==> src/rtl/rsc_viterbi_decoder.sv <==
`default_nettype none
// ============================================================================
// Module      : rsc_viterbi_decoder
// Description : Hard-decision Viterbi decoder for the 4-state rate-1/2
//               recursive systematic code (feedback 7, outputs {5,7}).
//               Accepts one frame of FRAME_LEN code symbols, runs ACS per
//               symbol, traces back once through the whole frame, then
//               streams the decoded bits in original order together with
//               the winning path metric.
// Ports       : clk, reset (async, active-high)
//               in_valid/in_ready/in_sym     : code symbol stream
//                 in_sym[1] = systematic (poly 7), in_sym[0] = parity (poly 5)
//               out_valid/out_ready/out_bit  : decoded bit stream
//               out_last                     : final bit of the frame
//               out_metric                   : Hamming distance of the
//                                              decoded codeword
// Revision    : 1.0 - initial release
// ============================================================================
module rsc_viterbi_decoder #(
  parameter int FRAME_LEN = 10,
  parameter int METRIC_W  = 8
) (
  input  logic                clk,
  input  logic                reset,
  input  logic                in_valid,
  output logic                in_ready,
  input  logic [1:0]          in_sym,
  output logic                out_valid,
  input  logic                out_ready,
  output logic                out_bit,
  output logic                out_last,
  output logic [METRIC_W-1:0] out_metric
);

  localparam int CW = (FRAME_LEN > 1) ? $clog2(FRAME_LEN) : 1;
  localparam logic [CW-1:0] c_LAST = CW'(FRAME_LEN - 1);

  localparam logic [1:0] c_ACS   = 2'd0;
  localparam logic [1:0] c_TRACE = 2'd1;
  localparam logic [1:0] c_OUT   = 2'd2;

  localparam logic [METRIC_W-1:0] c_PM_MAX = {METRIC_W{1'b1}};
  // State 0 is the only legal start state; the others begin "unreachable".
  localparam logic [3:0][METRIC_W-1:0] c_PM_INIT =
    {c_PM_MAX, c_PM_MAX, c_PM_MAX, {METRIC_W{1'b0}}};

  logic [1:0]                    r_state;
  logic [1:0]                    w_state_nxt;
  logic                          r_armed;
  logic [CW-1:0]                 r_cnt;
  logic [3:0][METRIC_W-1:0]      r_pm;
  logic [3:0][METRIC_W-1:0]      w_pm_nxt;
  logic [3:0]                    w_dec;
  logic [FRAME_LEN-1:0][3:0]     r_surv;
  logic [FRAME_LEN-1:0]          r_dbuf;
  logic [1:0]                    r_cur;
  logic                          r_first;
  logic [1:0]                    w_best;
  logic [1:0]                    w_cur;
  logic                          w_tb_dec;
  logic                          w_tb_u;
  logic                          w_in_fire;
  logic                          w_out_fire;

  function automatic logic [1:0] hamming(input logic [1:0] a, input logic [1:0] b);
    logic [1:0] x;
    x = a ^ b;
    return {1'b0, x[1]} + {1'b0, x[0]};
  endfunction

  function automatic logic [METRIC_W-1:0] sat_add(input logic [METRIC_W-1:0] pm,
                                                  input logic [1:0]          bm);
    logic [METRIC_W:0] s;
    s = {1'b0, pm} + {{(METRIC_W-1){1'b0}}, bm};
    return s[METRIC_W] ? c_PM_MAX : s[METRIC_W-1:0];
  endfunction

  assign w_in_fire  = in_valid && in_ready;
  assign w_out_fire = out_valid && out_ready;

  // --------------------------------------------------------------------------
  // Add-compare-select. Next state n = {a, s1}, so its two predecessors are
  // {n[0], s2} with s2 = 0/1; the decision bit is that s2. The input bit on
  // the branch is u = n[1]^n[0]^s2 and the parity is a^s2 = n[1]^s2.
  // --------------------------------------------------------------------------
  generate
    for (genvar n = 0; n < 4; n++) begin : g_acs
      localparam logic [1:0] c_NS = 2'(n);
      localparam logic [1:0] c_P0 = {c_NS[0], 1'b0};
      localparam logic [1:0] c_P1 = {c_NS[0], 1'b1};
      localparam logic       c_U0 = c_NS[1] ^ c_NS[0];
      localparam logic [1:0] c_E0 = {c_U0, c_NS[1]};
      localparam logic [1:0] c_E1 = {~c_U0, ~c_NS[1]};

      logic [METRIC_W-1:0] w_c0;
      logic [METRIC_W-1:0] w_c1;

      assign w_c0 = sat_add(r_pm[c_P0], hamming(in_sym, c_E0));
      assign w_c1 = sat_add(r_pm[c_P1], hamming(in_sym, c_E1));
      // Strict compare: a tie keeps the lower-index predecessor.
      assign w_dec[n]    = (w_c1 < w_c0);
      assign w_pm_nxt[n] = w_dec[n] ? w_c1 : w_c0;
    end
  endgenerate

  // Minimum path metric, lowest index wins a tie.
  always_comb begin
    w_best = 2'd0;
    for (int i = 1; i < 4; i++) begin
      if (r_pm[i] < r_pm[w_best]) w_best = 2'(i);
    end
  end

  // Traceback: first row starts from the best end state, later rows follow r_cur.
  assign w_cur    = r_first ? w_best : r_cur;
  assign w_tb_dec = r_surv[r_cnt][w_cur];
  assign w_tb_u   = w_cur[1] ^ w_cur[0] ^ w_tb_dec;

  // --------------------------------------------------------------------------
  // FSM: state register
  // --------------------------------------------------------------------------
  always_ff @(posedge clk or posedge reset) begin
    if (reset) r_state <= c_ACS;
    else       r_state <= w_state_nxt;
  end

  // FSM: next state
  always_comb begin
    w_state_nxt = r_state;
    case (r_state)
      c_ACS:   if (w_in_fire && (r_cnt == c_LAST))  w_state_nxt = c_TRACE;
      c_TRACE: if (r_cnt == '0)                     w_state_nxt = c_OUT;
      c_OUT:   if (w_out_fire && (r_cnt == c_LAST)) w_state_nxt = c_ACS;
      default:                                      w_state_nxt = c_ACS;
    endcase
  end

  // FSM: outputs
  always_comb begin
    in_ready  = (r_state == c_ACS) && r_armed;
    out_valid = (r_state == c_OUT);
    out_last  = (r_state == c_OUT) && (r_cnt == c_LAST);
    out_bit   = (r_state == c_OUT) && r_dbuf[r_cnt];
  end

  // --------------------------------------------------------------------------
  // Datapath. r_cnt is the symbol index in ACS, the traceback row in TRACE
  // (counting down) and the output index in OUT (counting up).
  // --------------------------------------------------------------------------
  always_ff @(posedge clk or posedge reset) begin
    if (reset) begin
      r_armed    <= 1'b0;
      r_cnt      <= '0;
      r_pm       <= c_PM_INIT;
      r_surv     <= '0;
      r_dbuf     <= '0;
      r_cur      <= 2'd0;
      r_first    <= 1'b0;
      out_metric <= '0;
    end else begin
      r_armed <= 1'b1;
      case (r_state)
        c_ACS: begin
          if (w_in_fire) begin
            r_pm          <= w_pm_nxt;
            r_surv[r_cnt] <= w_dec;
            if (r_cnt == c_LAST) r_first <= 1'b1;
            else                 r_cnt   <= r_cnt + CW'(1);
          end
        end
        c_TRACE: begin
          r_first <= 1'b0;
          if (r_first) out_metric <= r_pm[w_best];
          r_dbuf[r_cnt] <= w_tb_u;
          r_cur         <= {w_cur[0], w_tb_dec};
          if (r_cnt != '0) r_cnt <= r_cnt - CW'(1);
        end
        c_OUT: begin
          if (w_out_fire) begin
            if (r_cnt == c_LAST) begin
              r_cnt <= '0;
              r_pm  <= c_PM_INIT;
            end else begin
              r_cnt <= r_cnt + CW'(1);
            end
          end
        end
        default: r_cnt <= '0;
      endcase
    end
  end

endmodule
`default_nettype wire
==> config.mk <==
export PLATFORM = sky130hd
export DESIGN_NAME = rsc_viterbi_decoder
export DESIGN_NICKNAME = d
export VERILOG_FILES = /design/src/rtl/rsc_viterbi_decoder.sv
export SDC_FILE = /design/constraint.sdc
export NUM_CORES = 1
export LEC_CHECK = 0
export CAP_MARGIN = 5
export CELL_PAD_IN_SITES_DETAIL_PLACEMENT = 0
export CELL_PAD_IN_SITES_GLOBAL_PLACEMENT = 1
export CORE_MARGIN = 3
export CORE_UTILIZATION = 44
export CTS_CLUSTER_SIZE = 12
export DETAILED_ROUTE_END_ITERATION = 12
export GPL_TIMING_DRIVEN = 1
export PLACE_DENSITY = 0.83
export RECOVER_POWER = 50
export REMOVE_ABC_BUFFERS = 1
export SYNTH_ARGS = -nofsm -noshare
export SYNTH_HDL_FRONTEND = slang
export SYNTH_SLANG_ARGS = --single-unit
==> constraint.sdc <==
create_clock -name clk -period 5.8 [get_ports clk]
set_clock_uncertainty 0.2 [all_clocks]
set_input_delay 0.58 -clock clk [delete_from_list [all_inputs] [get_ports clk]]
set_output_delay 0.58 -clock clk [all_outputs]
set_load 0.02 [all_outputs]
==> qor_table.md, run 1 <==
| Step | Result | This run |
| --- | --- | --- |
| run status | Result of the run | finished with violations |
| run status | Failing checks | max-capacitance violations, max-slew violations, negative setup slack |
| finish | Final std cell area, no fill | 9690 um2 |
| sta | Actual slew at the worst max-slew pin | 2.47 ns |
| drt | Wire length per cell after detailed routing | 18.8 um |
| global routing | Vias in the first global route | 7073 |
| hold path | End point of the worst hold path | out_metric[4] |
| synth | Post-synthesis instance total | 914 |
| placement | Weighted congestion reported at the end of routability-driven placement | 0.908 |
| synth | Average cell area after synthesis | 8.70 um2 |
| cts | Hold_buf cts | 0 |
| synth | Number of synthesized register bits | 100 |
| synth | Proportion of synthesized area in mux cells | 10.2% |
| synth | Most used flip-flop cell after synthesis | dfrtp_1 |
| drt | Count of routing violations after the opening detailed-route iteration | 520 |
| cts | Root buf cell | clkbuf_16 |
| cts | Register clock-pin slew on the reported worst setup and hold paths | 0.08 ns |
| synth | Cells taking the most area after synthesis | dfrtp_1, ha_1, dfstp_2, nand2_1, o21ai_0 |
| finish | Number of nets at the end of the flow | 1082 |
| setup path | Type of the worst setup path | reg -> reg |
| sta | Max Fclk | 167 MHz |
| hold path | Worst min-delay path class | reg -> reg |
| sta | Max-slew headroom at the worst pin | -64.8% |
| sta | Final critical-path share of the clock period | 104% |
| global routing | Maximum number of pins on one net before global-route repair | 55 |
| synth | Number of distinct library cells after synthesis | 73 |
| cts | Clock tree from TritonCTS | yes |
| synth | Mapped cell area | 7950 um2 |
| drt | Residual antenna-violating net count after detailed routing | 0 |
| synth | Syn. warnings | 0 |
| cts | Clock sink total | 100 |
| setup path | Kind of capture point of the worst setup path | flop |
| synth | Adder-cell share of the synthesized area | 13.0% |
| synth | Most numerous cell in the Yosys netlist | nand2_1 |
| finish | Area added between synthesis and finish | 21.9% |
| global routing | Global-route wire length before repair | 36900 um |
| synth | Complex-gate fraction of the synthesized area | 20.6% |
| hold path | Cell count of the worst hold path | 2 |
| floorplanning | Rows | 48 |
| synth | Area fraction in and, or, nand and nor cells after synthesis | 16.7% |
| setup path | Peak fanout along the critical path | 9 |
| setup path | Data arrival time of the critical path | 6.05 ns |
| drt | Average via count per standard cell | 5.90 |
| hold path | Worst Hold Launch | out_metric[4] |
| sta | Worst Slack Setup Final | -0.206 ns |
| floorplanning | Floorplan Core Area | 17500 um2 |
| global routing | Sum of overflow across all layers after global routing | 0 |
| global routing | Total routing usage reported by global routing | 23.1% |
| floorplanning | Die Ht | 140 um |
| floorplanning | Number of top-level design ports | 18 |
| synth | Number of flops mapped to enable cells by yosys | 0 |
| cts | Deepest level of the CTS H-tree | 3 |
| cts | Maximum root-to-sink buffer count | 2 |
| floorplanning | Starting density of the core | 45.5% |
| placement | Placement-stage cell area | 8750 um2 |
| sta | Final count of hold timing violations | 0 |
| sta | Shortest period the worst path allows | 6.01 ns |
| floorplanning | Die outline width | 140 um |
| setup path | Worst path required time | 5.85 ns |
| finish | Layout cell share with drive strength beyond 1 | 23.0% |
| global routing | Antenna violations before repair | 0 |
| synth | Post-synthesis share of cell area spent on xor and xnor gates | 2.31% |
| synth | Top post-synthesis cells by count | nand2_1, o21ai_0, dfrtp_1, ha_1, inv_1 |
| finish | Total inserted antenna cells | 0 |
| drt | Initial DRT Pass Iterations | 5 |
| placement | Count of input and output buffers | 17 |
| finish | Number of fill cells in the layout | 1563 |
| drt | DRC violations left | 0 |
| setup path | Setup slack, reg-to-reg | -0.21 ns |
| setup path | Count of cells along the worst register-to-register path | 26 |
| sta | Total count of max-transition violations in the final report | 103 |
| setup path | Worst reg2reg path startpoint | r_pm[9] |
| placement | Half-perimeter wire length of the detailed placement result | 16500 um |
| synth | Part of the Yosys area used for sequential elements | 31.8% |
| floorplanning | Die area | 19700 um2 |
| synth | Largest family of logic cells by synthesized area | compound AO/OA/AOI/OAI gates |
| synth | Cell type with the highest aggregate area in the netlist | dfrtp_1 |
| flow run | Max-Cap Viols | 2 |
| synth | Area share of the largest cell type after synthesis | 23.9% |
| drt | Overall routed net length | 23100 um |
| drt | Vias | 7242 |
| setup path | Endpoint of the lowest-slack register-to-register path | r_dbuf[2] |
| setup path | Worst setup SP type | flop |
| synth | Share of async-settable or async-resettable flops after synthesis | 100% |
| sta | Endpoints failing setup | 12 |
| sta | Unrepaired setup endpoints after global routing | yes |
| cts | Latest clock arrival within the worst-skew pair | 0.36 ns |
| cts | Inserted Clock Buffers | 9 |
## layer usage
layer  share of wire (%)  global-route usage, %  vias up
met5                   0                      0        -
met4                 2.1                   5.56        0
met3                 5.0                   3.14       44
met2                  47                   37.5      221
met1                  46                   32.9     3517
li1                    -                      -     3460
## worst max path at each step
stage,startpoint,end,slack (ns),cells past startpoint
after CTS,r_pm[9],r_dbuf[2],-0.15,23
after global routing,r_pm[9],r_dbuf[5],-0.36,26
after floorplan,r_pm[1],r_dbuf[8],-0.68,23
final,r_pm[9],r_dbuf[2],-0.21,26
after global placement,r_pm[9],r_dbuf[9],-0.28,24
after detailed placement,r_pm[9],r_dbuf[9],-0.48,25
## final cells by class
type / count / area (um2) / share of cell area, %
Clock inverter: 7 / 91.3 / 0.942
Tap cell: 225 / 282 / 2.90
Inverter: 65 / 245 / 2.53
Clock buffer: 9 / 225 / 2.32
Timing Repair Buffer: 117 / 947 / 9.77
Sequential cell: 100 / 2530 / 26.1
Multi-Input combinational cell: 705 / 5370 / 55.4
## per-stage QoR
stage	util, %	hold WS [ns]	setup WS [ns]	setup TNS, ns	cells
finish	55.5	0.273	-0.206	-1.98	1228
global route	55.5	0.302	-0.357	-4.58	1228
CTS	54.3	0.286	-0.153	-1.51	1223
detailed placement	50.1	0.269	-0.476	-4.55	1180
global placement	50.1	0.257	-0.281	-2.52	1180
floorplan	-	0.242	-0.682	-7.02	869
## worst max-delay path, cell delays in order, from the launching register on
cell and delay [ns]:
dfstp_2 0.57, ha_4 0.21, a2111o_1 0.37, a211o_2 0.34, nand2_4 0.10, buf_4 0.11
mux2i_2 0.24, ha_1 0.29, a21oi_1 0.20, o21ai_2 0.13, a21oi_1 0.27, buf_6 0.25
o21ai_2 0.12, o31ai_4 0.10, inv_1 0.08, ha_1 0.29, nand4_1 0.15, nor2_4 0.15
or4b_4 0.47, nand3_2 0.07, a31oi_1 0.04, buf_4 0.18, o22a_1 0.18, o211ai_1 0.18
buf_4 0.18, o31ai_4 0.11, mux2_4 0.28
## flip-flops by register name, indices dropped and copies added, names as in the netlist
| name | count |
|---|---|
| r_pm | 32 |
| out_metric | 8 |
| r_dbuf | 10 |
| r_surv | 40 |
| r_cnt | 4 |
| r_armed | 1 |
| r_first | 1 |
| r_state | 2 |
| r_cur | 2 |
## cell usage in the layout, fill, tap and decap left out, types with 7 or more instances in the layout
cell             instances
nand2_1                125
buf_4                   92
o21ai_0                 79
dfrtp_1                 76
ha_1                    63
inv_1                   61
nor2_1                  57
mux2i_1                 33
a21oi_1                 31
dfstp_2                 24
nand3_1                 23
o22ai_1                 15
a31oi_1                 15
nor3_1                  14
a21o_1                  13
xnor2_1                 13
nand2b_1                11
nand4_1                 11
mux4_2                  10
mux2_4                  10
mux2_2                   9
clkbuf_16                9
dlygate4sd3_1            9
o21a_1                   8
nor2b_1                  8
o31ai_1                  8
xor2_1                   8
fa_1                     8
clkdlybuf4s50_1          8
a211oi_1                 7
## cell families (layout without fill, tap and decap cells)
kind of cell               count (synthesis)  after routing
DFF                                      100            100
and+or+nand+nor                          289            289
buffers and inverters                    110            198
other                                      1              1
adders and majority gates                 78             78
AOI/OAI and AO/OA                        249            250
muxes                                     66             66
xor gates and xnor gates                  21             21
## what timing repair did
item | CTS | global route
gates resized for setup | 40 | 36
setup endpoints to repair | 11 | 20
gates cloned | 1 | 0
buffers inserted | 26 | 8
pin swaps | 16 | 21
Power of run 1 is not shown: default switching activity piles up to over one toggle a cycle in this logic, so the estimate is an artifact.
==> inputs of run 2 (changes only) <==
- SLEW_MARGIN: default -> 20
==> results of run 2 <==
No change in the layout: final DEF, timing and power equal those of run 1.
Power of run 2 is left out for the same reason.
==> inputs of run 3 (changes only) <==
- CORE_UTILIZATION: 44 -> 49
- PLACE_DENSITY: 0.83 -> 0.87
- clock period: 5.8 -> 6.1 ns (I/O delays scaled with it)
==> run 3 against run 2 <==
The flow finishes with violations (max-capacitance violations, max-slew violations). Final cell count down 4.9%. First-iteration DRC count grew 7.9%. Global-route usage increased by 0.95 points. Register-to-register slack improved by 0.36 ns. Fmax grew 1.0%. Highest routed layer unchanged. Cell area down 5.1%. Core utilization rose by 3.7 points. Sequential share of layout area grew 1.4 points. Worst setup slack gained 0.36 ns. Via count decreased by 3.9%. Sequential cell count did not move.
==> qor_table.md, run 3 (synthesis gave the netlist of run 1 again) <==
| Step | Result | This run |
| --- | --- | --- |
| hold path | Cell count of the worst hold path | 2 |
| setup path | Worst setup SP type | flop |
| hold path | Worst Hold Launch | out_metric[6] |
| finish | Layout cell share with drive strength beyond 1 | 17.7% |
| run status | Failing checks | max-capacitance violations, max-slew violations |
| setup path | Kind of capture point of the worst setup path | flop |
| cts | Root buf cell | clkbuf_16 |
| sta | Max-slew headroom at the worst pin | -85.9% |
| floorplanning | Die area | 17800 um2 |
| sta | Actual slew at the worst max-slew pin | 2.79 ns |
| setup path | Setup crit start | r_pm[9] |
| setup path | Type of the worst setup path | reg -> reg |
| global routing | Sum of overflow across all layers after global routing | 0 |
| sta | Final critical-path share of the clock period | 97.4% |
| drt | Overall routed net length | 21400 um |
| cts | Maximum root-to-sink buffer count | 2 |
| finish | Most frequent cells in the layout | nand2_1, o21ai_0, dfrtp_1 |
| finish | Largest register FFs | 40 |
| setup path | Endpoint of the lowest-slack register-to-register path | r_dbuf[3] |
| floorplanning | Die outline width | 133 um |
| drt | DRC violations left | 0 |
| floorplanning | Number of top-level design ports | 18 |
| placement | Weighted congestion reported at the end of routability-driven placement | 0.892 |
| hold path | Worst min-delay path class | reg -> reg |
| global routing | Total routing usage reported by global routing | 24.1% |
| run status | Result of the run | finished with violations |
| global routing | Antenna violations before repair | 0 |
| sta | Final count of hold timing violations | 0 |
| cts | Inserted Clock Buffers | 9 |
| hold path | End point of the worst hold path | out_metric[6] |
| floorplanning | Starting density of the core | 51.2% |
| flow run | Max-Cap Viols | 2 |
| setup path | Worst reg2reg path startpoint | r_pm[9] |
| placement | Placement-stage cell area | 8550 um2 |
| sta | Total count of max-transition violations in the final report | 103 |
| drt | Average via count per standard cell | 5.96 |
| setup path | Peak fanout along the critical path | 10 |
| finish | Final core occ | 59.2% |
| drt | Wire length per cell after detailed routing | 18.3 um |
| finish | Total inserted antenna cells | 0 |
| drt | Residual antenna-violating net count after detailed routing | 0 |
| placement | Number of placed cells counting well taps | 1141 |
| drt | Vias | 6956 |
| sta | Max Fclk | 168 MHz |
| finish | Registers with the most flip-flops | r_surv: 40 flops, r_pm: 32 flops, r_dbuf: 10 flops |
| global routing | Maximum number of pins on one net before global-route repair | 53 |
| drt | Initial DRT Pass Iterations | 5 |
| setup path | Data arrival time of the critical path | 5.98 ns |
| cts | Deepest level of the CTS H-tree | 3 |
| cts | Clock tree from TritonCTS | yes |
| finish | Final std cell area, no fill | 9200 um2 |
| setup path | Count of cells along the worst register-to-register path | 26 |
| floorplanning | Floorplan Core Area | 15500 um2 |
| placement | Count of input and output buffers | 17 |
| floorplanning | Rows | 45 |
| finish | Cell Count, Final, Fillers Out | 1168 |
| floorplanning | Die Ht | 133 um |
| drt | Count of routing violations after the opening detailed-route iteration | 561 |
| cts | Clock sink total | 100 |
| finish | Top register by number of flip-flops | r_surv |
| sta | Accumulated negative setup slack | 0 ns |
| cts | Register clock-pin slew on the reported worst setup and hold paths | 0.07 ns |
| finish | Most frequent standard cell in the layout excluding fill and tap cells | nand2_1 |
| setup path | Worst path required time | 6.13 ns |
| sta | Shortest period the worst path allows | 5.94 ns |
| global routing | Global-route wire length before repair | 34500 um |
| global routing | Vias in the first global route | 6428 |
| finish | Area added between synthesis and finish | 15.6% |
| setup path | Setup slack, reg-to-reg | 0.16 ns |
| finish | Number of nets at the end of the flow | 1036 |
| sta | Endpoints failing setup | 0 |
| cts | Latest clock arrival within the worst-skew pair | 0.36 ns |
| placement | Half-perimeter wire length of the detailed placement result | 15900 um |
-- run 3: metrics by stage --
step	hold slack, ns	setup slack [ns]
final	0.272	0.157
after global routing	0.298	-0.0820
after CTS	0.280	0.00744
after detailed placement	0.265	-0.235
after global placement	0.258	-0.0550
after floorplan	0.242	-0.382
-- run 3: how the worst max path moves through the flow --
stage | depth (start not counted) | slack [ns] | end
final | 26 | 0.16 | r_dbuf[3]
after global routing | 26 | -0.08 | r_dbuf[1]
after CTS | 23 | 0.007 | r_dbuf[3]
after detailed placement | 23 | -0.23 | r_dbuf[8]
after global placement | 23 | -0.05 | r_dbuf[8]
after floorplan | 23 | -0.38 | r_dbuf[8]
-- run 3: layer usage --
metal  vias to the layer above  global-route usage (%)  routed length [um]
met5                         -                       0                   0
met2                       212                    36.8                9470
li1                       3370                       -                   -
met3                        23                    3.55                1050
met1                      3351                    36.3               10500
met4                         0                    5.37                 401
-- run 3: layout make-up --
class,instances,area [um2]
inverters,65,245
clock inverters,6,62.6
clock buffers,10,229
repair buffers,72,611
fillers,1369,6340
well taps,211,264
multi-input cells,704,5250
flip-flops and latches,100,2530
-- run 3: timing repair --
item                       4_1_cts  5_1_grt
hold buffers                     0        0
setup endpoints to repair       10       12
hold endpoints to repair         0        0
pin swaps                        1        9
buffers inserted                 1       10
gates resized for setup          4       48
-- run 3: worst max-delay path, cell delays in order (launching register included) --
cell      delay, ns
dfstp_2        0.53
ha_1           0.21
a2111o_1       0.40
a211o_4        0.37
nand2_8        0.11
buf_12         0.13
mux2i_4        0.27
ha_4           0.18
nand2_1        0.09
o21ai_4        0.24
buf_6          0.13
a21oi_2        0.04
buf_4          0.16
buf_4          0.17
o31ai_4        0.24
inv_1          0.07
ha_1           0.30
nand4_1        0.15
nor2_2         0.13
or4b_4         0.48
nand3_2        0.10
a31oi_4        0.06
o22a_1         0.21
o211ai_1       0.28
o31ai_4        0.12
buf_6          0.15
mux2_1         0.29
Power of run 3 is left out for the same reason.
